--- src/rtl/dp_pkg.sv ---
// Shared definitions for the datapath_seq codebase slice.
//
// Holds the opcode encoding, the bit positions of the five status flags
// inside the {PF,OF,SF,ZF,CF} flag vector, the controller state type and
// a small helper that says which opcodes update the flags register.
//
// Configuration macro used by the files importing this package:
//   DATAPATH_SEQ_CARRY_CHAIN_EN - enables ADC/SBB (otherwise illegal).
package dp_pkg;

  typedef enum logic [3:0] {
    OP_ADD  = 4'd0,
    OP_SUB  = 4'd1,
    OP_AND  = 4'd2,
    OP_OR   = 4'd3,
    OP_XOR  = 4'd4,
    OP_NOT  = 4'd5,
    OP_SHL1 = 4'd6,
    OP_SHR1 = 4'd7,
    OP_MOV  = 4'd8,
    OP_ADC  = 4'd9,
    OP_SBB  = 4'd10
  } op_e;

  localparam int FLAG_CF = 0;
  localparam int FLAG_ZF = 1;
  localparam int FLAG_SF = 2;
  localparam int FLAG_OF = 3;
  localparam int FLAG_PF = 4;
  localparam int NFLAGS  = 5;

  typedef enum logic [1:0] {
    IDLE = 2'd0,
    READ = 2'd1,
    EXEC = 2'd2,
    RESP = 2'd3
  } state_e;

  // NOT and MOV are pure data moves: they write a register but must leave
  // the flags register alone.
  function automatic logic op_writes_flags(input logic [3:0] op);
    return !((op == OP_NOT) || (op == OP_MOV));
  endfunction

endpackage

--- src/rtl/dp_alu.sv ---
// Combinational ALU for datapath_seq.
//
// Ports:
//   a, b   - operands (WIDTH bits)
//   op     - 4-bit opcode (dp_pkg::op_e encoding)
//   cin    - stored carry flag, consumed by ADC/SBB
//   result - WIDTH-bit result, 0 for illegal opcodes
//   flags  - {PF,OF,SF,ZF,CF} computed from this operation
//   legal  - 1 when op is implemented in this build
//
// Macro DATAPATH_SEQ_CARRY_CHAIN_EN: when defined ADC/SBB are implemented,
// otherwise opcodes 9 and 10 fall into the illegal group.
module dp_alu
  import dp_pkg::*;
#(
  parameter int WIDTH = 8
) (
  input  logic [WIDTH-1:0]  a,
  input  logic [WIDTH-1:0]  b,
  input  logic [3:0]        op,
  input  logic              cin,
  output logic [WIDTH-1:0]  result,
  output logic [NFLAGS-1:0] flags,
  output logic              legal
);

  logic [WIDTH:0] ext;
  logic           cf;
  logic           of;

`ifndef DATAPATH_SEQ_CARRY_CHAIN_EN
  logic unused_cin;
  assign unused_cin = cin;
`endif

  // Arithmetic is done one bit wider so the top bit is the carry-out for
  // additions and the borrow for subtractions.
  always_comb begin
    ext    = '0;
    result = '0;
    cf     = 1'b0;
    of     = 1'b0;
    legal  = 1'b1;
    case (op)
      OP_ADD: begin
        ext    = {1'b0, a} + {1'b0, b};
        result = ext[WIDTH-1:0];
        cf     = ext[WIDTH];
        of     = (a[WIDTH-1] == b[WIDTH-1]) && (result[WIDTH-1] != a[WIDTH-1]);
      end
      OP_SUB: begin
        ext    = {1'b0, a} - {1'b0, b};
        result = ext[WIDTH-1:0];
        cf     = ext[WIDTH];
        of     = (a[WIDTH-1] != b[WIDTH-1]) && (result[WIDTH-1] != a[WIDTH-1]);
      end
      OP_AND:  result = a & b;
      OP_OR:   result = a | b;
      OP_XOR:  result = a ^ b;
      OP_NOT:  result = ~a;
      OP_SHL1: begin
        result = {a[WIDTH-2:0], 1'b0};
        cf     = a[WIDTH-1];
        of     = a[WIDTH-1] ^ a[WIDTH-2];
      end
      OP_SHR1: begin
        result = {1'b0, a[WIDTH-1:1]};
        cf     = a[0];
        of     = a[WIDTH-1];
      end
      OP_MOV:  result = b;
`ifdef DATAPATH_SEQ_CARRY_CHAIN_EN
      OP_ADC: begin
        ext    = {1'b0, a} + {1'b0, b} + {{WIDTH{1'b0}}, cin};
        result = ext[WIDTH-1:0];
        cf     = ext[WIDTH];
        of     = (a[WIDTH-1] == b[WIDTH-1]) && (result[WIDTH-1] != a[WIDTH-1]);
      end
      OP_SBB: begin
        ext    = {1'b0, a} - {1'b0, b} - {{WIDTH{1'b0}}, cin};
        result = ext[WIDTH-1:0];
        cf     = ext[WIDTH];
        of     = (a[WIDTH-1] != b[WIDTH-1]) && (result[WIDTH-1] != a[WIDTH-1]);
      end
`endif
      default: begin
        legal  = 1'b0;
        result = '0;
      end
    endcase
  end

  // PF is even parity of the low byte: set when the count of ones is even.
  always_comb begin
    flags          = '0;
    flags[FLAG_CF] = cf;
    flags[FLAG_ZF] = (result == '0);
    flags[FLAG_SF] = result[WIDTH-1];
    flags[FLAG_OF] = of;
    flags[FLAG_PF] = ~^result[7:0];
  end

endmodule

--- src/rtl/datapath_seq.sv ---
// Sequential single-issue datapath: register file + flags + ALU behind a
// valid/ready request channel and a valid/ready response channel.
//
// Ports:
//   clock        - rising-edge clock
//   reset        - asynchronous, active-low reset
//   req_valid/req_ready                 - request handshake
//   req_op, req_dst, req_src_a, req_src_b, req_imm_sel, req_imm - request
//   resp_valid/resp_ready               - response handshake
//   resp_result, resp_flags {PF,OF,SF,ZF,CF}, resp_err          - response
//
// Flow: IDLE accepts and latches a request, READ registers the operands,
// EXEC writes the register file / flags and registers the response, RESP
// holds it until the consumer takes it.
//
// Macro DATAPATH_SEQ_CARRY_CHAIN_EN: enables ADC/SBB inside dp_alu.
module datapath_seq
  import dp_pkg::*;
#(
  parameter  int WIDTH = 8,
  parameter  int NREGS = 8,
  localparam int AW    = $clog2(NREGS)
) (
  input  logic              clock,
  input  logic              reset,
  input  logic              req_valid,
  output logic              req_ready,
  input  logic [3:0]        req_op,
  input  logic [AW-1:0]     req_dst,
  input  logic [AW-1:0]     req_src_a,
  input  logic [AW-1:0]     req_src_b,
  input  logic              req_imm_sel,
  input  logic [WIDTH-1:0]  req_imm,
  output logic              resp_valid,
  input  logic              resp_ready,
  output logic [WIDTH-1:0]  resp_result,
  output logic [NFLAGS-1:0] resp_flags,
  output logic              resp_err
);

  state_e            state_q, state_d;
  logic              ready_en_q, ready_en_d;
  logic [3:0]        op_q, op_d;
  logic [AW-1:0]     dst_q, dst_d;
  logic [AW-1:0]     src_a_q, src_a_d;
  logic [AW-1:0]     src_b_q, src_b_d;
  logic              imm_sel_q, imm_sel_d;
  logic [WIDTH-1:0]  imm_q, imm_d;
  logic [WIDTH-1:0]  opa_q, opa_d;
  logic [WIDTH-1:0]  opb_q, opb_d;
  logic [WIDTH-1:0]  regs_q [NREGS];
  logic [WIDTH-1:0]  regs_d [NREGS];
  logic [NFLAGS-1:0] flags_q, flags_d;
  logic              resp_valid_q, resp_valid_d;
  logic [WIDTH-1:0]  resp_result_q, resp_result_d;
  logic [NFLAGS-1:0] resp_flags_q, resp_flags_d;
  logic              resp_err_q, resp_err_d;

  logic [WIDTH-1:0]  alu_result;
  logic [NFLAGS-1:0] alu_flags;
  logic              alu_legal;

  dp_alu #(.WIDTH(WIDTH)) u_alu (
    .a      (opa_q),
    .b      (opb_q),
    .op     (op_q),
    .cin    (flags_q[FLAG_CF]),
    .result (alu_result),
    .flags  (alu_flags),
    .legal  (alu_legal)
  );

  // ready_en_q holds req_ready low while reset is asserted and lets it rise
  // on the first clock after reset is released.
  assign req_ready   = (state_q == IDLE) && ready_en_q;
  assign resp_valid  = resp_valid_q;
  assign resp_result = resp_result_q;
  assign resp_flags  = resp_flags_q;
  assign resp_err    = resp_err_q;

  always_comb begin
    state_d       = state_q;
    ready_en_d    = 1'b1;
    op_d          = op_q;
    dst_d         = dst_q;
    src_a_d       = src_a_q;
    src_b_d       = src_b_q;
    imm_sel_d     = imm_sel_q;
    imm_d         = imm_q;
    opa_d         = opa_q;
    opb_d         = opb_q;
    regs_d        = regs_q;
    flags_d       = flags_q;
    resp_valid_d  = resp_valid_q;
    resp_result_d = resp_result_q;
    resp_flags_d  = resp_flags_q;
    resp_err_d    = resp_err_q;

    case (state_q)
      IDLE: begin
        if (req_valid && req_ready) begin
          op_d      = req_op;
          dst_d     = req_dst;
          src_a_d   = req_src_a;
          src_b_d   = req_src_b;
          imm_sel_d = req_imm_sel;
          imm_d     = req_imm;
          state_d   = READ;
        end
      end
      READ: begin
        // Operands are captured before EXEC writes back, so a destination
        // that aliases a source still sees the old value.
        opa_d   = regs_q[src_a_q];
        opb_d   = imm_sel_q ? imm_q : regs_q[src_b_q];
        state_d = EXEC;
      end
      EXEC: begin
        if (alu_legal) begin
          regs_d[dst_q] = alu_result;
          if (op_writes_flags(op_q)) begin
            flags_d = alu_flags;
          end
        end
        resp_valid_d  = 1'b1;
        resp_result_d = alu_legal ? alu_result : '0;
        resp_flags_d  = flags_d;
        resp_err_d    = !alu_legal;
        state_d       = RESP;
      end
      RESP: begin
        if (resp_ready) begin
          resp_valid_d = 1'b0;
          state_d      = IDLE;
        end
      end
      default: state_d = IDLE;
    endcase
  end

  always_ff @(posedge clock or negedge reset) begin
    if (!reset) begin
      state_q       <= IDLE;
      ready_en_q    <= 1'b0;
      op_q          <= '0;
      dst_q         <= '0;
      src_a_q       <= '0;
      src_b_q       <= '0;
      imm_sel_q     <= 1'b0;
      imm_q         <= '0;
      opa_q         <= '0;
      opb_q         <= '0;
      regs_q        <= '{default: '0};
      flags_q       <= '0;
      resp_valid_q  <= 1'b0;
      resp_result_q <= '0;
      resp_flags_q  <= '0;
      resp_err_q    <= 1'b0;
    end else begin
      state_q       <= state_d;
      ready_en_q    <= ready_en_d;
      op_q          <= op_d;
      dst_q         <= dst_d;
      src_a_q       <= src_a_d;
      src_b_q       <= src_b_d;
      imm_sel_q     <= imm_sel_d;
      imm_q         <= imm_d;
      opa_q         <= opa_d;
      opb_q         <= opb_d;
      regs_q        <= regs_d;
      flags_q       <= flags_d;
      resp_valid_q  <= resp_valid_d;
      resp_result_q <= resp_result_d;
      resp_flags_q  <= resp_flags_d;
      resp_err_q    <= resp_err_d;
    end
  end

endmodule
--- config.mk ---
export PLATFORM = sky130hd
export DESIGN_NAME = datapath_seq
export DESIGN_NICKNAME = d
export VERILOG_FILES = /design/src/rtl/dp_pkg.sv /design/src/rtl/dp_alu.sv /design/src/rtl/datapath_seq.sv
export SDC_FILE = /design/constraint.sdc
export NUM_CORES = 1
export LEC_CHECK = 0
export BUFFER_PORTS_ARGS = -buffer_cell sky130_fd_sc_hd__buf_2
export CORE_MARGIN = 3
export CORE_UTILIZATION = 60
export CTS_CLUSTER_DIAMETER = 40
export CTS_CLUSTER_SIZE = 8
export DETAILED_ROUTE_END_ITERATION = 10
export PLACE_DENSITY = 0.79
export SYNTH_ARGS = -nofsm -noshare
export SYNTH_HDL_FRONTEND = slang
export SYNTH_SLANG_ARGS = --single-unit
--- constraint.sdc ---
create_clock -name clock -period 3.75 [get_ports clock]
set_input_delay 0.75 -clock clock [delete_from_list [all_inputs] [get_ports clock]]
set_output_delay 0.75 -clock clock [all_outputs]
set_load 0.01 [all_outputs]
==> impl_metrics.json, run 1 <==
{
  "status": "finished, final reports clean",
  "htreeDepth": 4,
  "met1_usage_pct": 38.0,
  "netlist_instances": 684,
  "placed_area_sq_um": 7440,
  "dieArea_sq_um": 13300,
  "cts_tree": "yes",
  "synth-edff-count": 0,
  "finalSetupTns_ps": 0,
  "drtAntennaViolNets": 0,
  "drt-pass1-iter-count": 5,
  "num_io_pins": 42,
  "postCtsSetupRepairBufs": 0,
  "synth_seq_area_share_pct": 42.0,
  "grt_pass1_vias": 5701,
  "switching_power_w": 0.00373,
  "first_iter_violations": 644,
  "synthFlopType": "dfrtp_1",
  "utilization_pct": 69.4,
  "drv_slew": 0,
  "synth_area_sq_um": 7140,
  "cp-start-kind": "flip-flop",
  "ys_types": 60,
  "drv_cap": 0,
  "fmax_mhz": 297,
  "final_nets": 769,
  "drive_above_1_share_pct": 24.1,
  "hold_path_class": "in -> async",
  "clkPwrFrac_pct": 17.9,
  "io_buffer_count": 41,
  "max-vdd-ir-drop_mv": 0.678,
  "crit_type": "reg -> reg",
  "pwr-share-comb_pct": 51.7,
  "leakage_nw": 3.60,
  "die_x_um": 115,
  "worst_slew_pin_slew_ps": 1100,
  "place_congestion": 0.960,
  "synth_area_per_cell_sq_um": 10.4,
  "diodes": 0,
  "max-clock-path-buffers": 2,
  "cts_buffers": 17,
  "final_cell_area_sq_um": 8000,
  "clockRootBuffer": "clkbuf_16",
  "dp_hpwl_mm": 13.0,
  "start_util_pct": 62.0,
  "drc_errors": 0,
  "use_met2_pct": 50.3,
  "cp.arrival_ps": 3710,
  "hold_viol_final": 0,
  "grt_max_degree": 66,
  "fin_skew_ps": 6.84,
  "seqPwrFrac_pct": 30.4,
  "synth_nets": 743,
  "yosys_register_bits": 120,
  "clkLatencyLatePin_ps": 420,
  "core-area_sq_um": 11500,
  "required_ps": 4090,
  "slew_headroom_pct": 26.6,
  "viasPerCell": 6.55,
  "die_h_um": 115,
  "rows": 39,
  "grt_setup_unrepaired": "false",
  "finalCritPeriodShare_pct": 89.9,
  "power_density_nw_per_um2": 1070,
  "path_clk_slew_ps": 60,
  "grtUsageMet3_pct": 5.79,
  "antenna_found_initial": 0,
  "crit_fanout": 10,
  "wl_per_cell_um": 21.7,
  "p_int_w": 0.00483,
  "fin_crit_ps": 3370,
  "power_switching_share_pct": 43.6,
  "setup_viol": 0,
  "power_w": 0.00855,
  "ys_warn_count": 0,
  "post_cts_resized": 0,
  "grt-ovfl-total": 0,
  "clock-sinks": 120,
  "endpoint_kind": "flip-flop",
  "gr-usage-all-layers_pct": 30.1,
  "busiest_layer": "met2",
  "vias": 5666,
  "grt_pass1_wl_mm": 30.0,
  "ctsHoldBuffers": 0,
  "syn_to_final_growth_pct": 11.9,
  "synth-async-reset-ratio_pct": 100,
  "drt-total-wl_mm": 18.8
}
[power groups by stage]
stage | Sequential [W] | Clock [W] | Combinational (W)
global route | 0.00267 | 0.00161 | 0.00482
CTS | 0.00257 | 0.00154 | 0.00439
finish | 0.00260 | 0.00153 | 0.00442
floorplan | 0.00220 | 0 | 0.00342
detailed placement | 0.00259 | 0 | 0.00433
global placement | 0.00254 | 0 | 0.00420
[cell families after synthesis]
group / after synthesis / share of synthesized area, %
AOI/OAI and AO/OA: 163 / 13.7
xor gates and xnor gates: 7 / 1.05
adders and majority gates: 33 / 5.99
buffers and inverters: 84 / 4.83
DFF: 120 / 42.0
muxes: 107 / 21.6
other: 1 / 0.0525
and+or+nand+nor: 169 / 10.7
[sequential cells by signal, summed over array words and instances, names as in the netlist]
| name | flops |
|---|---|
| dst_q | 3 |
| imm_q | 8 |
| imm_sel_q | 1 |
| op_q | 4 |
| opa_q | 8 |
| opb_q | 8 |
| ready_en_q | 1 |
| regs_q | 64 |
| resp_err | 1 |
| resp_flags | 5 |
| resp_result | 8 |
| resp_valid | 1 |
| src_a_q | 3 |
| src_b_q | 3 |
| state_q | 2 |
[path summary, 6_finish.rpt]
check,end,slack (ps),startpoint,cells past startpoint
max in group asynchronous,regs_q[55],2530,reset,2
worst min register to register,resp_flags[1],480,resp_flags[1],2
worst max-delay path,resp_flags[4],380,opa_q[0],12
worst max register to register,resp_flags[4],380,opa_q[0],12
worst min-delay path,op_q[0],430,reset,1
min in group clock,resp_flags[1],480,resp_flags[1],2
[metal layers]
layer,part of all wire [%],vias to the layer above
li1,-,2516
met1,40,2861
met2,52,228
met3,5.3,61
met4,3.4,0
met5,0,-
[per-stage QoR]
stage	hold WS, ps	worst slack [ps]	cells
6_report	432	379	865
5_1_grt	478	188	865
4_1_cts	455	424	865
3_5_place_dp	469	455	834
3_3_place_gp	457	490	834
2_1_floorplan	454	731	684
[Yosys cell counts, drive strengths merged (3+ instances only)]
cell	n	area, sq um
a211oi	5	42.5
a21oi	39	195
a31oi	7	43.8
and2	3	18.8
buf	22	113
clkbuf	27	101
dfrtp	120	3000
ha	31	388
inv	35	131
mux2	49	552
mux2i	25	250
mux4	33	743
nand2	82	308
nand2b	6	37.5
nand3	13	65.1
nand3b	6	45.0
nor2	34	128
nor2b	7	43.8
nor3	7	35.0
nor4	3	25.0
o211ai	4	30.0
o21a	3	22.5
o21ai	71	355
o21bai	3	22.5
o22ai	7	43.8
or3	3	18.8
xnor2	5	43.8
[cells in the final DEF (no fill, tap or decap), types with 6 or more instances in the layout]
cell,netlist,layout
buf_4,1,15
a31oi_1,7,7
nand2b_1,6,6
ha_1,31,31
nand3b_1,6,6
inv_1,34,34
nor3_1,7,7
clkbuf_16,0,17
nor2_1,34,34
dfrtp_1,120,120
a21oi_1,39,39
o22ai_1,7,7
nor2b_1,7,7
nand3_1,13,13
mux2_2,49,49
mux4_2,33,33
buf_2,9,40
nand2_1,82,82
o21ai_0,70,70
mux2i_1,25,25
[cell type report]
class	count	area, sq um
Tap cell	143	179
Clock buffer	20	457
Sequential cell	120	3000
Inverter	35	131
Clock inverter	11	98.8
Fill cell	797	3520
Timing Repair Buffer	56	333
Multi-Input combinational cell	480	3790
[worst max-delay path: stages (launching register included)]
cell      delay [ps]
dfrtp_1          390
inv_1            100
ha_1             230
fa_1             400
xor2_1           180
o211ai_1         170
a31oi_1          110
a21oi_1          640
ha_1             360
xnor2_1          190
xnor2_1          150
xnor3_1          240
o21ai_1          130
(Power assumes the default switching activity.)
==> run 2: changes to the inputs <==
GPL_ROUTABILITY_DRIVEN = 0   (was unset)
PLACE_DENSITY = 0.76   (was 0.79)
==> run 2 against run 1 <==
Total power grew 2.0%. Fmax grew 0.32%. Worst hold slack lost 22 ps. Core utilization grew 0.60 points. Critical path depth shrank 2. Combinational power is essentially flat. Via count shrank 0.90%. Flip-flop and latch count is the same. Final area grew 0.86%. Critical path type unchanged. Highest routed layer unchanged.
==> impl_metrics.json, run 2 (synthesis gave the netlist of run 1 again) <==
{
  "status": "finished, final reports clean",
  "worstSetupEndpoint": "resp_flags[4]",
  "clockRootBuffer": "clkbuf_16",
  "top_register": "regs_q",
  "vias": 5615,
  "drv_cap": 0,
  "setup_viol": 0,
  "gr-usage-all-layers_pct": 29.6,
  "switching_power_w": 0.00371,
  "dp_hpwl_mm": 12.5,
  "clock-sinks": 120,
  "max-vdd-ir-drop_mv": 0.551,
  "regArea_sq_um": 3000,
  "drive_above_1_share_pct": 24.2,
  "syn_to_final_growth_pct": 12.9,
  "placed_area_sq_um": 7450,
  "slew_headroom_pct": 25.5,
  "final_common_cell": "dfrtp_1",
  "crit_fanout": 12,
  "grt-ovfl-total": 0,
  "fmax_mhz": 298,
  "drt-pass1-iter-count": 6,
  "drt-total-wl_mm": 18.3,
  "path_clk_slew_ps": 60,
  "power_density_nw_per_um2": 1080,
  "rows": 39,
  "diodes": 0,
  "finalCritPeriodShare_pct": 89.6,
  "worst_slew_pin_slew_ps": 1110,
  "antenna_found_initial": 0,
  "required_ps": 4090,
  "max-clock-path-buffers": 2,
  "p_int_w": 0.00502,
  "grt_max_degree": 61,
  "dieArea_sq_um": 13300,
  "viasPerCell": 6.48,
  "start_util_pct": 62.0,
  "wl_per_cell_um": 21.1,
  "r2r_end": "resp_flags[4]",
  "rr_worst_depth": 10,
  "postCtsSetupRepairBufs": 0,
  "endpoint_kind": "flip-flop",
  "startpoint": "op_q[0]",
  "cp-start-kind": "flip-flop",
  "die_h_um": 115,
  "drtAntennaViolNets": 0,
  "pwr-share-comb_pct": 50.7,
  "fillers": 828,
  "ctsHoldBuffers": 0,
  "reg2reg_setup_slack_ps": 390,
  "htreeDepth": 4,
  "seqPwrFrac_pct": 29.7,
  "die_x_um": 115,
  "num_io_pins": 42,
  "reg2reg_from": "op_q[0]",
  "grt_pass1_wl_mm": 29.9,
  "utilization_pct": 70.0,
  "power_switching_share_pct": 42.5,
  "drc_errors": 0,
  "io_buffer_count": 41,
  "multi_input_comb_area_sq_um": 3790,
  "cts_buffers": 17,
  "fin_skew_ps": 8.21,
  "holdWs_ps": 410,
  "fin_crit_ps": 3360,
  "final_nets": 770,
  "clkPwrFrac_pct": 19.6,
  "grt_setup_unrepaired": "false",
  "most-common-layout-cells": "120 x dfrtp_1, 82 x nand2_1, 70 x o21ai_0",
  "grt_pass1_vias": 5737,
  "largest_register_ffs": 64,
  "hold_viol_final": 0,
  "crit_type": "reg -> reg",
  "cts_tree": "yes",
  "drv_slew": 0,
  "hold_path_class": "in -> async",
  "core-area_sq_um": 11500,
  "final_cell_area_sq_um": 8070,
  "finalSetupTns_ps": 0,
  "first_iter_violations": 714,
  "clkLatencyLatePin_ps": 420,
  "post_cts_resized": 0,
  "leakage_nw": 3.64,
  "cp.arrival_ps": 3700
}
-- run 2: worst min path at each step --
stage | from | depth (start not counted) | to | slack [ps]
floorplan | reset | 0 | dst_q[0] | 450
global placement | resp_err | 1 | resp_err | 460
detailed placement | resp_flags[1] | 2 | resp_flags[1] | 480
global route | reset | 1 | op_q[2] | 460
finish | reset | 1 | resp_result[5] | 410
CTS | reset | 1 | resp_result[5] | 430
-- run 2: through the flow --
step	total power (W)	std cells	setup slack, ps
2_1_floorplan	0.00563	684	731
3_3_place_gp	0.00670	835	597
3_5_place_dp	0.00687	835	506
4_1_cts	0.00867	866	448
5_1_grt	0.00932	866	135
6_report	0.00872	866	390
-- run 2: area by class of cell --
class	count	area share, %
multi-input cells	480	47.1
flip-flops and latches	120	37.2
clock buffers	19	5.49
repair buffers	57	4.22
well taps	143	2.22
clock inverters	12	2.16
inverters	35	1.63
-- run 2: routing by layer --
metal	global-route usage, %	vias up	wire, um
li1	-	2505	-
met1	38.0	2765	7300
met2	47.8	272	8980
met3	6.37	73	1240
met4	14.5	0	760
met5	0	-	0
-- run 2: power by group through the flow --
stage          registers [W]  logic (W)  clock network [W]
5_1_grt              0.00267    0.00487            0.00178
3_5_place_dp         0.00258    0.00429                  0
6_report             0.00259    0.00443            0.00171
2_1_floorplan        0.00220    0.00342                  0
4_1_cts              0.00257    0.00439            0.00172
3_3_place_gp         0.00253    0.00416                  0
-- run 2: worst max-delay path, cell delays in order, from the launching register on --
cell	delay (ps)
dfrtp_1	560
nor4_1	1010
a221o_1	310
o21ai_0	120
o221ai_1	130
inv_1	100
ha_1	320
xnor2_1	200
xnor2_1	170
xnor3_1	240
o21ai_1	120
==> run 3: changes to the inputs <==
--- a/config.mk
+++ b/config.mk
@@ -8,3 +8,3 @@
 export BUFFER_PORTS_ARGS = -buffer_cell sky130_fd_sc_hd__buf_2
-export CORE_MARGIN = 3
+export CORE_MARGIN = 8
 export CORE_UTILIZATION = 60
==> constraint.sdc (replaced) <==
create_clock -name clock -period 3.75 [get_ports clock]
set_input_delay 0.9375 -clock clock [delete_from_list [all_inputs] [get_ports clock]]
set_output_delay 0.9375 -clock clock [all_outputs]
set_load 0.01 [all_outputs]
==> run 3 against run 2 <==
Via count shrank 0.73%. Register-to-register slack is essentially flat. Non-clock buffer count shrank 1. Critical path depth grew 2. Die area grew 18%. Flip-flop and latch count is the same. First-iteration DRC count shrank 17%. Clock skew shrank 1.4 ps. Final area shrank 0.33%. Worst hold slack gained 70 ps. Clock-buffer cell count grew 4. Critical path type unchanged. Critical endpoint unchanged. Largest cell class unchanged.
==> impl_metrics.json, run 3 (synthesis gave the netlist of run 1 again) <==
{
  "status": "finished, final reports clean",
  "seqPwrFrac_pct": 30.3,
  "setup_viol": 0,
  "max-clock-path-buffers": 2,
  "fin_crit_ps": 3370,
  "wl_per_cell_um": 21.4,
  "finalCritPeriodShare_pct": 89.8,
  "num_io_pins": 42,
  "clock-sinks": 120,
  "clkLatencyLatePin_ps": 420,
  "htreeDepth": 4,
  "most-common-layout-cells": "120 x dfrtp_1, 82 x nand2_1, 70 x o21ai_0",
  "post_cts_resized": 0,
  "power_density_nw_per_um2": 1070,
  "cp_top_family": "adder cells",
  "die_x_um": 125,
  "dieArea_sq_um": 15700,
  "clkPwrFrac_pct": 18.9,
  "finalSetupTns_ps": 0,
  "final_nets": 769,
  "largest_register_ffs": 64,
  "grt_setup_unrepaired": "false",
  "cts_buffers": 17,
  "worst_slack_ps": 384,
  "drt-pass1-iter-count": 6,
  "viasPerCell": 6.41,
  "vias": 5574,
  "io_buffer_count": 41,
  "antenna_found_initial": 0,
  "worst_slew_pin_slew_ps": 1040,
  "syn_to_final_growth_pct": 12.5,
  "grt_max_degree": 66,
  "diodes": 0,
  "drv_cap": 0,
  "cts_tree": "yes",
  "endpoint_kind": "flip-flop",
  "crit_slowest_cell": "a21oi_1",
  "drv_slew": 0,
  "core-area_sq_um": 11800,
  "slew_headroom_pct": 30.5,
  "crit_type": "reg -> reg",
  "switching_power_w": 0.00370,
  "path_cells": "inv_1, ha_1, fa_1, mux4_2, nor2_1, a21oi_1, nor2_1, a21oi_1, ha_1, xnor2_1, xnor3_1, o21ai_1",
  "die_h_um": 125,
  "place_ws_ps": 465,
  "postCtsSetupRepairBufs": 0,
  "leakage_nw": 3.60,
  "max_stage_delay_ps": 670,
  "hold_path_class": "reg -> reg",
  "fmax_mhz": 297,
  "hold_viol_final": 0,
  "p_int_w": 0.00492,
  "path_buf_inv": 1,
  "grt-ovfl-total": 0,
  "pwr-share-comb_pct": 50.8,
  "dp_hpwl_mm": 13.0,
  "path_clk_slew_ps": 50,
  "ctsHoldBuffers": 0,
  "rows": 40,
  "drtAntennaViolNets": 0,
  "holdWs_ps": 481,
  "clockRootBuffer": "clkbuf_16",
  "drive_above_1_share_pct": 23.9,
  "top_register": "regs_q",
  "required_ps": 4080,
  "cp-start-kind": "flip-flop",
  "drc_errors": 0,
  "drt-total-wl_mm": 18.6,
  "final_cell_area_sq_um": 8040,
  "final_common_cell": "dfrtp_1",
  "grt_pass1_wl_mm": 30.4,
  "start_util_pct": 60.5,
  "max-vdd-ir-drop_mv": 0.630,
  "power_switching_share_pct": 42.9,
  "cp.arrival_ps": 3700,
  "grt_pass1_vias": 5826,
  "placed_area_sq_um": 7450,
  "gr-usage-all-layers_pct": 24.6,
  "crit_fanout": 10,
  "first_iter_violations": 591,
  "fin_skew_ps": 6.78
}
-- run 3: cell types whose count changed in the layout (fill, tap and decap cells not counted) --
cell        change
buf_4           -1
bufinv_16       -2
clkbuf_1        +2
clkbuf_8        +2
clkinv_2        -4
clkinv_4        -1
clkinvlp_4      +4
-- run 3: routing by layer --
layer,part of all wire [%],global-route usage (%),vias to the layer above,routed length [um]
met2,51,41.5,245,9490
li1,-,-,2513,-
met3,6.0,4.72,54,1120
met1,39,29.4,2762,7290
met5,0,0,-,0
met4,3.7,12.9,0,693
-- run 3: path summary, 6_finish.rpt --
path                       slack [ps]            end  depth (start not counted)           from
max in group asynchronous        2340     regs_q[55]                          2          reset
max reg2reg                       380  resp_flags[4]                         12       opa_q[0]
max                               380  resp_flags[4]                         12       opa_q[0]
min in group asynchronous         630        op_q[0]                          1          reset
min                               480  resp_flags[2]                          2  resp_flags[2]
min reg2reg                       480  resp_flags[2]                          2  resp_flags[2]
-- run 3: tightest hold or removal path, stage by stage (launching register included) --
cell     delay, ps
dfrtp_1        340
nand2_1         40
o21ai_0         60
-- run 3: through the flow --
stage	util (%)	std cells	power [W]
after detailed placement	63.0	838	0.00689
after floorplan	-	684	0.00563
after global placement	63.0	838	0.00670
after global routing	68.1	870	0.00917
after CTS	68.1	870	0.00859
final	68.1	870	0.00862
-- run 3: area by class of cell --
| type | count | area, sq um |
|---|---|---|
| inverter | 35 | 131 |
| tap | 147 | 184 |
| clock buffer | 23 | 478 |
| fill | 857 | 3770 |
| timing repair buffer | 56 | 333 |
| sequential | 120 | 3000 |
| multi-input combinational | 480 | 3790 |
| clock inverter | 9 | 115 |
-- run 3: power by group through the flow --
stage                     sequential, W  combinational, W  clock [W]
after floorplan                 0.00220           0.00342          0
after global placement          0.00256           0.00414          0
after detailed placement        0.00262           0.00427          0
after CTS                       0.00260           0.00434    0.00164
after global routing            0.00269           0.00478    0.00170
final                           0.00261           0.00438    0.00163
